`src/rtl/bit_deserializer.sv`:
```
// bit_deserializer: receives start-bit framed serial words (LSB first) with optional
// even parity, and presents each word on a valid/ready output register with overrun detection.
`default_nettype none

module bit_deserializer #(
  parameter int WIDTH     = 8,
  parameter int PARITY_EN = 1
) (
  input  logic             clock,
  input  logic             reset,
  input  logic             d,
  input  logic             d_valid,
  output logic [WIDTH-1:0] q,
  output logic             q_valid,
  input  logic             q_ready,
  output logic             q_perr,
  output logic             overrun,
  input  logic             clr_err
);

  localparam int CNT_W = (WIDTH > 1) ? $clog2(WIDTH) : 1;
  localparam logic [CNT_W-1:0] LAST_BIT = CNT_W'(WIDTH - 1);

  typedef enum logic [1:0] {
    ST_IDLE   = 2'd0,
    ST_DATA   = 2'd1,
    ST_PARITY = 2'd2
  } state_t;

  state_t           state_q, state_d;
  logic [CNT_W-1:0] cnt_q, cnt_d;
  logic [WIDTH-1:0] shift_q, shift_d;
  logic [WIDTH-1:0] word_q, word_d;
  logic             valid_q, valid_d;
  logic             perr_q, perr_d;
  logic             ovr_q, ovr_d;

  logic             frame_done;
  logic [WIDTH-1:0] new_word;
  logic             new_perr;
  logic             accept;

  // Receive FSM: only d_valid cycles advance state, counter or shift register.
  always_comb begin
    state_d    = state_q;
    cnt_d      = cnt_q;
    shift_d    = shift_q;
    frame_done = 1'b0;
    new_word   = shift_q;
    new_perr   = 1'b0;
    if (d_valid) begin
      case (state_q)
        ST_IDLE: begin
          if (!d) begin
            state_d = ST_DATA;
            cnt_d   = '0;
            shift_d = '0;
          end
        end
        ST_DATA: begin
          shift_d[cnt_q] = d;
          cnt_d          = cnt_q + CNT_W'(1);
          if (cnt_q == LAST_BIT) begin
            cnt_d = '0;
            if (PARITY_EN != 0) begin
              state_d = ST_PARITY;
            end else begin
              state_d    = ST_IDLE;
              frame_done = 1'b1;
              new_word   = shift_d;
            end
          end
        end
        ST_PARITY: begin
          state_d    = ST_IDLE;
          frame_done = 1'b1;
          new_word   = shift_q;
          new_perr   = (^shift_q) ^ d;
        end
        default: begin
          state_d = ST_IDLE;
          cnt_d   = '0;
        end
      endcase
    end
  end

  // Output register: a completed frame is dropped (and flagged) only when the
  // previous word is still waiting and is not being taken this cycle.
  assign accept = !valid_q || q_ready;

  always_comb begin
    word_d  = word_q;
    perr_d  = perr_q;
    valid_d = valid_q;
    ovr_d   = ovr_q;
    if (clr_err) begin
      ovr_d = 1'b0;
    end
    if (frame_done) begin
      if (accept) begin
        word_d  = new_word;
        perr_d  = new_perr;
        valid_d = 1'b1;
      end else begin
        ovr_d = 1'b1;
      end
    end else if (valid_q && q_ready) begin
      valid_d = 1'b0;
    end
  end

  always_ff @(posedge clock) begin
    if (!reset) begin
      state_q <= ST_IDLE;
      cnt_q   <= '0;
      shift_q <= '0;
      word_q  <= '0;
      valid_q <= 1'b0;
      perr_q  <= 1'b0;
      ovr_q   <= 1'b0;
    end else begin
      state_q <= state_d;
      cnt_q   <= cnt_d;
      shift_q <= shift_d;
      word_q  <= word_d;
      valid_q <= valid_d;
      perr_q  <= perr_d;
      ovr_q   <= ovr_d;
    end
  end

  assign q       = word_q;
  assign q_valid = valid_q;
  assign q_perr  = perr_q;
  assign overrun = ovr_q;

endmodule

`default_nettype wire
```
`config.mk`:
```
export PLATFORM = sky130hd
export DESIGN_NAME = bit_deserializer
export DESIGN_NICKNAME = d
export VERILOG_FILES = /design/src/rtl/bit_deserializer.sv
export SDC_FILE = /design/constraint.sdc
export NUM_CORES = 1
export LEC_CHECK = 0
export ABC_AREA = 1
export CORE_MARGIN = 4
export CORE_UTILIZATION = 40
export DETAILED_ROUTE_END_ITERATION = 16
export GPL_ROUTABILITY_DRIVEN = 0
export HOLD_SLACK_MARGIN = 0.12
export PLACE_DENSITY = 0.59
export SETUP_SLACK_MARGIN = 0.5
export SKIP_CTS_REPAIR_TIMING = 1
export SYNTH_ARGS = -nofsm -noshare
export SYNTH_HDL_FRONTEND = slang
export SYNTH_SLANG_ARGS = --single-unit
```
`constraint.sdc`:
```
create_clock -name clock -period 1.34 [get_ports clock]
set_input_delay 0.134 -clock clock [delete_from_list [all_inputs] [get_ports clock]]
set_output_delay 0.134 -clock clock [all_outputs]
set_load 0.05 [all_outputs]
```
==> results.md <==
- Status: complete, no violations
- WL/cell: 12.90 um
- Final nets: 210
- Post-synth design cell area: 1189 um^2
- Synth cell types: 23
- WL final: 2993 um
- Initial Util: 42.37%
- Post-synth net total: 180
- Slew Limit Fails: 0
- Seq/Total Area, Yosys: 40.42%
- Dpl ws: -0.1596 ns
- Hold Vio Cnt, Final: 0
- VDD IR max: 0.5496 mV
- CTS Buf Count: 3
- Layout Skew: 0.001861 ns
- Tot GR Track Use: 15.61%
- Crit path max fanout: 8
- Initial antenna violation count: 0
- Crit-path max cell delay: 0.41 ns
- Routed Antenna Nets: 0
- Pleak: 0.7078 nW
- GRT overflow: 0
- CTS Root Buffer Type: clkbuf_4
- Slew margin rel.: 70.34%
- Clock slew at reported path FFs: 0.15 ns
- First-pass GRT wire length: 5023 um
- Post-DP HPWL: 2132 um
- # DRC: 0
- Chip width: 62.51 um
- Site row count: 19
- Diodes inserted: 0
- Tmin final: 1.256 ns
- Critical path launch point type: flip-flop
- PD cells: 872.2 nW/um^2
- Final period util: 93.73%
- Crit Path Class: flip-flop to flip-flop
- Clock sinks: 24
- Htree depth: 1
- Crit path cell chain: inv_6 > nor2_4 > inv_2 > nor3_4 > nand4_1 > a21oi_2
- Setup Viol. Count Final: 0
- Synth Warn #: 0
- # IOs: 17
- Final Total Pwr: 0.001554 W
- Die Y: 62.51 um
- Port Buffers: 16
- Most frequent cells in the layout: nand2_1 (37), inv_1 (17), a21oi_1 (17)
- Hold Crit Class: input port to flip-flop
- Setup crit end kind: flip-flop
- CP required: 1.61 ns
- Clock latency on the worst-skew pair: 0.32 ns
- Initial DRT Pass Iterations: 4
- Share of layout cells above drive strength 1: 38.81%
- Commonest non-fill, non-tap cell in the layout: nand2_1
- DR iter-0 viols: 49
- F_max: 796.2 MHz
- Vias in the first global route: 1092
- Yosys reg bits: 24
- CTS Buffer Depth: 2
- Largest net degree at the start of global routing: 16
- Core ar.: 2805 um^2
- CP arrival: 1.52 ns
- RSZ-0062 raised after global routing: true
- Area Overhead vs Synth: 49.89%
- Post-route insts no fill: 232
- Max-cap violation count: 0
- Setup ws final: 0.08399 ns
- Least-Margin Pin Slew: 0.4444 ns
- Post-Syn Instances: 172
- Die ar.: 3908 um^2
- Synthesized area per cell: 6.911 um^2
- CP max stage cell: dfxtp_4
- Post-route cell area: 1782 um^2
- Vias per cell: 5.155
- Via count: 1196
- Post-placement cell count: 223
- Placed Area: 1610 um^2
- CTS tree: done
[path summary, 6_finish.rpt]
path	from	end	slack (ns)	cells past startpoint
worst max register to register	state_q[0]$_SDFFE_PN0P_	shift_q[3]$_SDFFE_PN0P_	0.08	6
worst min-delay path	clr_err	overrun$_SDFF_PN0_	0.41	4
worst min register to register	shift_q[5]$_SDFFE_PN0P_	shift_q[5]$_SDFFE_PN0P_	0.50	2
worst max-delay path	state_q[0]$_SDFFE_PN0P_	shift_q[3]$_SDFFE_PN0P_	0.08	6
[logic make-up (layout without fill, tap and decap cells)]
group           Yosys count  count (layout)  share of synthesized area [%]
compound gates           41              41                          19.47
buf+inv                  30              59                          10.00
simple gates             73              73                          26.53
flops                    24              24                          40.42
xor+xnor                  2               2                          1.474
fa+ha+maj                 2               2                          2.105
[area by class of cell]
type	instances	area, um^2
multi-input combinational	118	688.2
fill	248	1023
timing repair buffer	31	386.6
sequential	24	515.5
tap	31	38.79
clock buffer	4	47.55
inverter	24	105.1
[flip-flops by register name, indices dropped and copies added (netlist names)]
register / flops
q_valid: 1
q_perr: 1
state_q: 2
shift_q: 8
cnt_q: 3
overrun: 1
q: 8
[power breakdown]
part / leakage, nW / total (W) / internal [W] / switching, W
logic: 0.477 / 0.000314 / 0.000137 / 0.000177
clock network: 0.0261 / 0.000474 / 0.000228 / 0.000246
registers: 0.204 / 0.000766 / 0.000732 / 0.0000338
total: 0.708 / 0.00155 / 0.00110 / 0.000457
[layer usage]
metal  global-route usage [%]  vias to the layer above  wire length, um
met5                        0                        -                0
met4                    5.785                        0               28
met3                    2.158                        4               94
met2                    26.10                       22             1467
met1                    20.33                      555             1402
li1                         -                      615                -
[per-stage QoR]
stage / hold slack (ns) / setup TNS, ns / util (%)
floorplan: 0.2724 / 0 / -
CTS: 0.4088 / -0.02993 / 59.10
global placement: 0.4746 / -1.688 / 57.40
global route: 0.4159 / 0 / 63.51
detailed placement: 0.4815 / -1.664 / 57.40
finish: 0.4113 / 0 / 63.51
[cell usage after synthesis (all sizes together)]
| cell type | count | share of area [%] |
|---|---|---|
| nand2 | 42 | 13 |
| dfxtp | 24 | 40 |
| inv | 24 | 7.6 |
| a21oi | 20 | 8.4 |
| nor2 | 18 | 6.3 |
| o21ai | 16 | 6.7 |
| nand3 | 5 | 2.1 |
| nor3 | 5 | 3.1 |
| buf | 4 | 1.8 |
| nand4 | 3 | 1.6 |
| o31ai | 3 | 1.9 |
| clkbuf | 2 | 0.63 |
| ha | 2 | 2.1 |
| a211oi | 1 | 0.63 |
| a31oi | 1 | 1.8 |
| xnor2 | 1 | 0.74 |
| xor2 | 1 | 0.74 |
[worst max-delay path: cells and delay by family, from the launching register on]
family,cells,cell delay (ns)
compound gates,1,0.16
simple gates,3,0.52
flops,1,0.41
buf+inv,2,0.11
Note: power is estimated with default switching activity, not from simulation.
